==> config.mk <==
export PLATFORM = sky130hd
export DESIGN_NAME = uart_tx
export DESIGN_NICKNAME = d
export VERILOG_FILES = /design/src/rtl/uart_tx.sv
export SDC_FILE = /design/constraint.sdc
export NUM_CORES = 1
export LEC_CHECK = 0
export BUFFER_PORTS_ARGS = -buffer_cell sky130_fd_sc_hd__buf_2
export CORE_UTILIZATION = 58
export CTS_CLUSTER_DIAMETER = 60
export DETAILED_ROUTE_END_ITERATION = 7
export PLACE_DENSITY = 0.78
export SYNTH_ARGS = -nofsm -noshare
export SYNTH_HDL_FRONTEND = slang
export SYNTH_SLANG_ARGS = --single-unit
==> constraint.sdc <==
create_clock -name clk -period 2.3 [get_ports clk]
set_input_delay 0.23 -clock clk [delete_from_list [all_inputs] [get_ports clk]]
set_output_delay 0.23 -clock clk [all_outputs]
set_load 0.01 [all_outputs]
==> src/rtl/uart_tx.sv <==
// uart_tx: serial UART transmitter.
// Frame: start bit (0), 8 data bits LSB first, optional parity bit, STOP_BITS stop bits (1).
// Bytes are accepted over a valid/ready handshake; tx is a registered output that idles high.
// Optional feature macro: UART_TX_PARITY_EN. When defined, a parity bit (even, or odd
// when PARITY_ODD=1) follows the data bits. When undefined, the parity state is absent,
// the frame goes straight from the last data bit to the stop bit(s), and PARITY_ODD is unused.
module uart_tx #(
    parameter int CLKS_PER_BIT = 16,
    parameter int PARITY_ODD   = 0,
    parameter int STOP_BITS    = 1
) (
    input  logic       clk,
    input  logic       rst,
    input  logic [7:0] data_in,
    input  logic       valid_in,
    output logic       ready,
    output logic       tx,
    output logic       busy
);

    // Elaboration-time guards on the legal parameter ranges.
    if (CLKS_PER_BIT < 1 || CLKS_PER_BIT > 65535) begin : g_bad_clks_per_bit
        $error("uart_tx: CLKS_PER_BIT must be in 1..65535");
    end
    if (STOP_BITS != 1 && STOP_BITS != 2) begin : g_bad_stop_bits
        $error("uart_tx: STOP_BITS must be 1 or 2");
    end
    if (PARITY_ODD != 0 && PARITY_ODD != 1) begin : g_bad_parity_odd
        $error("uart_tx: PARITY_ODD must be 0 or 1");
    end

    localparam logic [15:0] BAUD_LAST = 16'(CLKS_PER_BIT - 1);
    localparam logic [2:0]  STOP_LAST = 3'(STOP_BITS - 1);

`ifdef UART_TX_PARITY_EN
    typedef enum logic [2:0] {
        IDLE   = 3'd0,
        START  = 3'd1,
        DATA   = 3'd2,
        PARITY = 3'd3,
        STOP   = 3'd4
    } state_t;
`else
    typedef enum logic [2:0] {
        IDLE   = 3'd0,
        START  = 3'd1,
        DATA   = 3'd2,
        STOP   = 3'd4
    } state_t;
`endif

    state_t      state;
    logic [15:0] baud_cnt;
    logic [2:0]  bit_cnt;     // data bit index in DATA, stop bit index in STOP
    logic [7:0]  shift_reg;
    logic        baud_wrap;
    logic        accept;
`ifdef UART_TX_PARITY_EN
    logic        parity_bit;
`endif

    // Handshake and status are plain decodes of the registered state.
    assign ready     = (state == IDLE);
    assign busy      = (state != IDLE);
    assign accept    = valid_in && ready;
    assign baud_wrap = (baud_cnt == BAUD_LAST);

    // Baud counter: held at 0 while idle, counts 0..CLKS_PER_BIT-1 during a frame.
    always_ff @(posedge clk or posedge rst) begin
        if (rst) begin
            baud_cnt <= '0;
        end else if (state == IDLE || baud_wrap) begin
            baud_cnt <= '0;
        end else begin
            baud_cnt <= baud_cnt + 16'd1;
        end
    end

    // Frame sequencer: state, bit counter, shift register and the registered tx line.
    always_ff @(posedge clk or posedge rst) begin
        if (rst) begin
            state     <= IDLE;
            bit_cnt   <= '0;
            shift_reg <= '0;
            tx        <= 1'b1;
`ifdef UART_TX_PARITY_EN
            parity_bit <= 1'b0;
`endif
        end else begin
            case (state)
                IDLE: begin
                    tx <= 1'b1;
                    if (accept) begin
                        // Start bit goes out on the accepting edge.
                        shift_reg <= data_in;
                        bit_cnt   <= '0;
                        tx        <= 1'b0;
                        state     <= START;
`ifdef UART_TX_PARITY_EN
                        parity_bit <= (^data_in) ^ (PARITY_ODD != 0);
`endif
                    end
                end

                START: begin
                    if (baud_wrap) begin
                        tx        <= shift_reg[0];
                        shift_reg <= shift_reg >> 1;
                        bit_cnt   <= '0;
                        state     <= DATA;
                    end
                end

                DATA: begin
                    if (baud_wrap) begin
                        if (bit_cnt == 3'd7) begin
                            bit_cnt <= '0;
`ifdef UART_TX_PARITY_EN
                            tx    <= parity_bit;
                            state <= PARITY;
`else
                            tx    <= 1'b1;
                            state <= STOP;
`endif
                        end else begin
                            tx        <= shift_reg[0];
                            shift_reg <= shift_reg >> 1;
                            bit_cnt   <= bit_cnt + 3'd1;
                        end
                    end
                end

`ifdef UART_TX_PARITY_EN
                PARITY: begin
                    if (baud_wrap) begin
                        tx      <= 1'b1;
                        bit_cnt <= '0;
                        state   <= STOP;
                    end
                end
`endif

                STOP: begin
                    tx <= 1'b1;
                    if (baud_wrap) begin
                        if (bit_cnt == STOP_LAST) begin
                            bit_cnt <= '0;
                            state   <= IDLE;
                        end else begin
                            bit_cnt <= bit_cnt + 3'd1;
                        end
                    end
                end

                default: begin
                    tx      <= 1'b1;
                    bit_cnt <= '0;
                    state   <= IDLE;
                end
            endcase
        end
    end

endmodule

# --- Word level (Yosys, flattened, before mapping) ---
# Cells that the tools add are included.
totals:
  reg_bits: 31
  in_bits: 11
classes:
  add_sub_neg: 2
  eq_ne: 12
  muxes: 25
  reduce_logical: 10
ops:
  columns: ["operator", "n"]
  rows:
  - ["$mux 3", 12]
  - ["$mux 8", 4]
  - ["$pmux 3 s4", 2]
  - ["$pmux 8 s3", 1]
  - ["$add 16x1->16 const B", 1]
  - ["$eq 16x4->1 const B", 1]
  - ["$mux 16", 1]
  - ["$ne 2x2->1 const B", 6]
  - ["$eq 3x3->1 const B", 2]
  - ["$logic_not 3->1", 2]
  - ["$reduce_and 6->1", 1]
  - ["$reduce_bool 3->1", 2]
  - ["$reduce_and 5->1", 1]
  - ["$mux 1", 4]
  - ["$reduce_and 4->1", 1]
  - ["$add 3x1->3 const B", 1]
  - ["$eq 3x1->1 const B", 1]
  - ["$eq 3x2->1 const B", 1]
  - ["$pmux 1 s3", 1]
  - ["$ne 2x1->1 const B", 1]
  - ["$reduce_and 2->1", 1]
  - ["$logic_and 1x1->1", 1]
  - ["$logic_or 1x1->1", 1]

# --- Longest topological paths before layout ---
# Gate-level depths: netlist of run 1.
depth:
  ltp_word: 4
  mapped_depth: 7

# --- Worst setup path after synthesis of run 1 ---
# OpenSTA, ideal clock, no wires.
synth_path:
  kind: "reg2reg"
  startpoint: "reg bit_cnt[0]"
  endpoint: "reg shift_reg[0]"
  setup_ps: 79
  arrival_time_ps: 1832
  t_required_ps: 2221
  setup_slack_ps: 389
  path_stages_with_launch: 7
  path_cell_list: "dfrtp_1 ha_1 ha_1 or4b_4 o21ai_4 a21boi_4 a2bb2oi_1"
synth_via:
  elab_chain_cells: 3
synth_rtl:
  columns: ["item", "line", "rtl"]
  rows:
  - ["from (decl)", "54", "logic [2:0] bit_cnt;"]
  - ["from (signal assigned)", "128", "bit_cnt <= bit_cnt + 3'd1;"]
  - ["from (signal assigned)", "150", "bit_cnt <= bit_cnt + 3'd1;"]
  - ["$eq 3x3->1", "116", "if (bit_cnt == 3'd7) begin"]
  - ["$ne 2x2->1 (no source line)", null, null]
  - ["$reduce_and 5->1 (no source line)", null, null]
  - ["to (signal assigned)", "95", "shift_reg <= data_in;"]
  - ["to (signal assigned)", "108", "shift_reg <= shift_reg >> 1;"]
  - ["to (signal assigned)", "127", "shift_reg <= shift_reg >> 1;"]
  - ["to (decl)", "55", "logic [7:0] shift_reg;"]
# No other way between the ends.
# A chain may end at the register's enable or synchronous reset.

# --- Worst setup path after layout of run 1 ---
layout_path:
  startpoint: "reg bit_cnt[0]"
  endpoint: "reg shift_reg[2]"
# Same word-level chain as after synthesis.

==> impl_metrics.env, run 1 <==
export IMPL_h_tree_depth=2
export IMPL_fp_row_count=19
export IMPL_crit_path_start_kind="flip-flop"
export IMPL_drt_iter0_markers=50
export IMPL_final_util_pct=67.0
export IMPL_io_pins=14
export IMPL_layout_commonest_cell="dfrtp_1"
export IMPL_path_cells="ha_1 -> ha_1 -> or4b_4 -> o21ai_4 -> a21boi_4 -> a2bb2oi_1"
export IMPL_required_ps=2560
export IMPL_synthArstFlopShare_pct=100
export IMPL_final_cell_mix="dfrtp_1, nor2_1, xnor2_1, buf_2, inv_1"
export IMPL_irDropWorstVdd_mv=0.964
export IMPL_clock_root_buffer="clkbuf_4"
export IMPL_cts_tree="built"
export IMPL_power_frac_comb_pct=43.1
export IMPL_tightestPinTransition_ps=796
export IMPL_timing_final_crit_period_ps=2120
export IMPL_status="finished, final reports clean"
export IMPL_numCtsBuffers=5
export IMPL_p_per_area_mw_per_mm2=1090
export IMPL_die_h_um=55.7
export IMPL_drive_gt1_share_pct=18.4
export IMPL_syn_inst=166
export IMPL_dr_total_vias=1293
export IMPL_cap_violations=0
export IMPL_wl_per_cell_um=15.5
export IMPL_die_w_um=55.7
export IMPL_diodes=0
export IMPL_syn_num_nets=181
export IMPL_grt_pass1_wl_mm=5.86
export IMPL_ys_ff_latch=31
export IMPL_synth_main_ff_cell="dfrtp_1"
export IMPL_grt_start_max_net_pins=32
export IMPL_p_int_mw=1.22
export IMPL_synth_area_top_cells="dfrtp_1, xnor2_1, a2bb2oi_1"
export IMPL_clock_path_buffers=2
export IMPL_finalCritPeriodShare_pct=92.3
export IMPL_area_growth_pct=9.42
export IMPL_gr_total_overflow=0
export IMPL_maxSlewViolCount=0
export IMPL_reg2reg_from="bit_cnt[0]$_DFFE_PP0P_"
export IMPL_setup_tns_ps=0
export IMPL_drcViolationCount=0
export IMPL_numClockSinks=31
export IMPL_synth_edf_count=0
export IMPL_dieArea_mm2=0.00311
export IMPL_yosys_warnings=0
export IMPL_grt_total_usage_pct=24.4
export IMPL_swShare_pct=38.8
export IMPL_path_common_cell="ha_1"
export IMPL_max_stage_delay_ps=500
export IMPL_fin_nets=199
export IMPL_cp_slowest_cell="or4b_4"
export IMPL_antenna_found_initial=0
export IMPL_fmax_mhz=471
export IMPL_final_hold_viol_count=0
export IMPL_grt_pass1_vias=1263
export IMPL_floorplan_initialDensity_pct=61.2
export IMPL_crit_path_end_kind="flip-flop"
export IMPL_critPathKind="flip-flop to flip-flop"
export IMPL_antenna_left=0
export IMPL_cts_setup_buffers=0
export IMPL_yosysTopAreaCellShare_pct=44.8
export IMPL_rsz0062_at_grt="false"
export IMPL_syn_area_mm2=0.00167
export IMPL_worstHoldStart="data_in[7]"
export IMPL_netSwitchingPower_mw=0.775
export IMPL_fillers=216
export IMPL_setup_violations_final=0
export IMPL_drt_pass1_iterations=4
export IMPL_routabilityCongestion=0.789
export IMPL_syn_area_per_cell_um2=10.1
export IMPL_netlist_cell_type_count=40
export IMPL_holdBufCountCts=1
export IMPL_clk_insertion_delay_late_ps=340
export IMPL_via_per_inst=5.99
export IMPL_cp_max_fo=10
export IMPL_worstPathArrival_ps=2380
export IMPL_worstHoldPathType="primary input to flip-flop"
export IMPL_largest_reg_flops=16
export IMPL_synth_top_area_cell="dfrtp_1"
export IMPL_clkTransAtPathRegs_ps=100
export IMPL_slew_headroom_pct=46.7
export IMPL_fin_skew_ps=13.5
export IMPL_p_clk_share_pct=15.4
export IMPL_totalWireLength_mm=3.34
export IMPL_portBuffers=13
export IMPL_pwr_share_seq_pct=41.5
export IMPL_fp_coreArea_mm2=0.00273
export IMPL_ctsResizeCount=0
export IMPL_dp_hpwl_mm=2.29
export IMPL_cp_startpoint="bit_cnt[0]$_DFFE_PP0P_"
export IMPL_p_leak_nw=0.791
export IMPL_seq_area_frac_synth_pct=46.4
==> area by class of cell <==
type | count | area [um^2] | area share (%)
clock buffers | 7 | 45.0 | 2.46
flip-flops and latches | 31 | 777 | 42.4
repair buffers | 17 | 97.6 | 5.33
inverters | 10 | 37.5 | 2.05
well taps | 31 | 38.8 | 2.12
clock inverters | 1 | 5.00 | 0.273
multi-input cells | 119 | 831 | 45.4
==> metal layers <==
metal | track usage, % | wire (um)
met2 | 39.6 | 1690
met1 | 30.2 | 1480
met4 | 10.0 | 61
met3 | 7.67 | 112
met5 | 0 | 0
==> per-stage QoR <==
stage | area [um^2] | power [mW] | hold slack, ps | setup WS (ps) | instances
finish | 1830 | 2.00 | 136 | 176 | 216
global placement | 1770 | 1.63 | 318 | 299 | 207
detailed placement | 1770 | 1.69 | 331 | 190 | 207
floorplan | 1670 | 1.50 | 333 | 389 | 166
CTS | 1830 | 2.00 | 122 | 183 | 216
global route | 1830 | 2.14 | 135 | 68.3 | 216
==> worst paths after layout <==
kind                                             to  slack, ps  depth (start not counted)
setup / recovery           shift_reg[2]$_DFFE_PP0P_        180                          6
max in group asynchronous            tx$_DFFE_PP1P_       1450                          4
hold reg to reg               baud_cnt[0]$_DFF_PP0_        500                          1
setup reg to reg           shift_reg[2]$_DFFE_PP0P_        180                          6
hold / removal             shift_reg[7]$_DFFE_PP0P_        140                          3
min in group asynchronous     baud_cnt[2]$_DFF_PP0_        520                          4
==> cell families after synthesis <==
group / Yosys count / synth area share [%]
and+or+nand+nor: 68 / 23.2
DFF: 31 / 46.4
AOI/OAI and AO/OA: 29 / 13.7
buffers and inverters: 16 / 3.96
xor gates and xnor gates: 15 / 7.85
adders and majority gates: 4 / 2.99
muxes: 3 / 1.94
==> worst max-delay path: cells and delay by family, from the launching register on <==
family	cells	cell delay, ps
and+or+nand+nor	1	500
DFF	1	420
adders and majority gates	2	430
AOI/OAI and AO/OA	3	700
==> power groups by stage <==
stage	Clock, mW	Sequential [mW]	Combinational [mW]
after floorplan	0	0.811	0.686
after global placement	0	0.823	0.810
after detailed placement	0	0.835	0.856
after CTS	0.313	0.826	0.864
after global routing	0.334	0.847	0.960
final	0.307	0.829	0.862
==> cells in the mapped netlist (2+ instances only) <==
library cell,count
nor2_1,20
nand2_1,6
dfrtp_1,30
xnor2_1,13
mux2_1,2
nand2b_1,2
a21oi_1,2
xor2_1,2
or3_1,8
nand4_1,3
nor4_2,3
ha_1,4
o22ai_1,8
a2bb2oi_1,9
nor3_1,6
nor4_1,4
inv_1,10
a211oi_1,2
nand3_1,6
o21ai_0,3
clkbuf_1,2
and3_1,2
buf_2,2
Power figures use the tool's default switching activity.
==> inputs of run 2 (changes only) <==
--- a/config.mk
+++ b/config.mk
@@ -6,10 +6,9 @@
 export NUM_CORES = 1
 export LEC_CHECK = 0
 export BUFFER_PORTS_ARGS = -buffer_cell sky130_fd_sc_hd__buf_2
-export CORE_UTILIZATION = 58
+export CORE_UTILIZATION = 40
 export CTS_CLUSTER_DIAMETER = 60
 export DETAILED_ROUTE_END_ITERATION = 7
-export PLACE_DENSITY = 0.78
 export SYNTH_ARGS = -nofsm -noshare
 export SYNTH_HDL_FRONTEND = slang
 export SYNTH_SLANG_ARGS = --single-unit
==> impl_metrics.env, run 2 (synthesis gave the netlist of run 1 again) <==
export IMPL_status="finished, final reports clean"
export IMPL_cap_violations=0
export IMPL_holdBufCountCts=1
export IMPL_drcViolationCount=0
export IMPL_fin_nets=199
export IMPL_die_h_um=66.7
export IMPL_cp_top_family="compound AO/OA/AOI/OAI gates"
export IMPL_cts_setup_buffers=0
export IMPL_antenna_left=0
export IMPL_final_cell_count_no_fill=235
export IMPL_setup_violations_final=0
export IMPL_drive_gt1_share_pct=18.9
export IMPL_grt_total_usage_pct=16.9
export IMPL_dieArea_mm2=0.00445
export IMPL_crit_path_end_kind="flip-flop"
export IMPL_final_util_pct=47.6
export IMPL_fmax_mhz=474
export IMPL_maxSlewViolCount=0
export IMPL_numClockSinks=31
export IMPL_final_area_mm2=0.00191
export IMPL_irDropWorstVdd_mv=0.421
export IMPL_slew_headroom_pct=48.6
export IMPL_setup_ws_ps=192
export IMPL_gr_total_overflow=0
export IMPL_grt_pass1_vias=1257
export IMPL_fin_skew_ps=6.99
export IMPL_fp_row_count=23
export IMPL_cp_max_fo=10
export IMPL_clk_insertion_delay_late_ps=280
export IMPL_worstPathArrival_ps=2310
export IMPL_antenna_found_initial=0
export IMPL_multi_input_area_um2=831
export IMPL_grt_pass1_wl_mm=5.62
export IMPL_worstHoldPathType="primary input to flip-flop"
export IMPL_clock_path_buffers=2
export IMPL_cp_slowest_cell="or4b_4"
export IMPL_floorplan_initialDensity_pct=41.9
export IMPL_path_common_cell="ha_1"
export IMPL_dp_cells=226
export IMPL_clkTransAtPathRegs_ps=70
export IMPL_final_cell_mix="dfrtp_1, nor2_1, xnor2_1, buf_2, inv_1"
export IMPL_numCtsBuffers=5
export IMPL_die_w_um=66.7
export IMPL_totalWireLength_mm=3.26
export IMPL_final_hold_viol_count=0
export IMPL_setup_tns_ps=0
export IMPL_finalCritPeriodShare_pct=91.7
export IMPL_cts_tree="built"
export IMPL_whs_ps=225
export IMPL_finalPower_mw=2.14
export IMPL_wl_per_cell_um=13.9
export IMPL_p_per_area_mw_per_mm2=1120
export IMPL_fp_coreArea_mm2=0.00400
export IMPL_seqCellArea_um2=777
export IMPL_ctsResizeCount=0
export IMPL_max_stage_delay_ps=510
export IMPL_dp_slack_ps=188
export IMPL_dr_total_vias=1301
export IMPL_fillers=374
export IMPL_crit_path_start_kind="flip-flop"
export IMPL_timing_final_crit_period_ps=2110
export IMPL_p_leak_nw=0.814
export IMPL_via_per_inst=5.54
export IMPL_tightestPinTransition_ps=768
export IMPL_diodes=0
export IMPL_clock_root_buffer="clkbuf_8"
export IMPL_area_growth_pct=13.8
export IMPL_grt_start_max_net_pins=21
export IMPL_required_ps=2500
export IMPL_critPathKind="flip-flop to flip-flop"
export IMPL_drt_pass1_iterations=4
export IMPL_drt_iter0_markers=106
export IMPL_rsz0062_at_grt="false"
export IMPL_path_cells="ha_1 -> ha_1 -> or4b_4 -> o21ai_4 -> a21boi_4 -> a2bb2oi_1"
export IMPL_routabilityCongestion=0.790
export IMPL_largest_reg_flops=16
export IMPL_layout_commonest_cell="dfrtp_1"
export IMPL_place_area_mm2=0.00180
export IMPL_portBuffers=13
export IMPL_dp_hpwl_mm=2.34
export IMPL_h_tree_depth=2
export IMPL_crit_buf_inv=0
export IMPL_io_pins=14
==> run 2: cell count changes in the layout (fill, tap and decap cells not counted), sizes merged <==
cell,delta
clkbuf,+1
clkinv,-1
==> run 2: worst min-delay path, delay by kind of cell <==
family	cells	cell delay, ps
AOI/OAI and AO/OA	1	90
buffers and inverters	1	70
and+or+nand+nor	1	70
==> run 2: cell type report <==
cell class	count	share of cell area (%)
clock buffer	8	5.25
inverter	10	1.97
multi-input combinational	119	43.6
sequential	31	40.8
tap	50	3.28
timing repair buffer	17	5.12
==> run 2: where the power goes <==
part           internal (mW)  total (mW)  switching, mW
combinational          0.395       0.821          0.426
clock                  0.273       0.476          0.203
sequential             0.709       0.846          0.137
==> run 2: worst paths after layout <==
kind,endpoint,slack [ps],from,cells after the start
min in group asynchronous,baud_cnt[10]$_DFF_PP0_,500,rst,3
max in group asynchronous,tx$_DFFE_PP1P_,1120,rst,4
worst min-delay path,shift_reg[7]$_DFFE_PP0P_,230,data_in[7],3
worst max register to register,shift_reg[1]$_DFFE_PP0P_,190,bit_cnt[0]$_DFFE_PP0P_,6
worst min register to register,baud_cnt[0]$_DFF_PP0_,500,baud_cnt[0]$_DFF_PP0_,1
worst max-delay path,shift_reg[1]$_DFFE_PP0P_,190,bit_cnt[0]$_DFFE_PP0P_,6
==> run 2: per-layer routing <==
layer / vias up / GRT usage (%) / part of all wire, % / wire (um)
li1: 625 / - / - / -
met1: 641 / 21.9 / 46 / 1500
met2: 33 / 26.9 / 49 / 1600
met3: 2 / 4.62 / 4.4 / 144
met4: 0 / 5.85 / 0.55 / 18
met5: - / 0 / 0 / 0
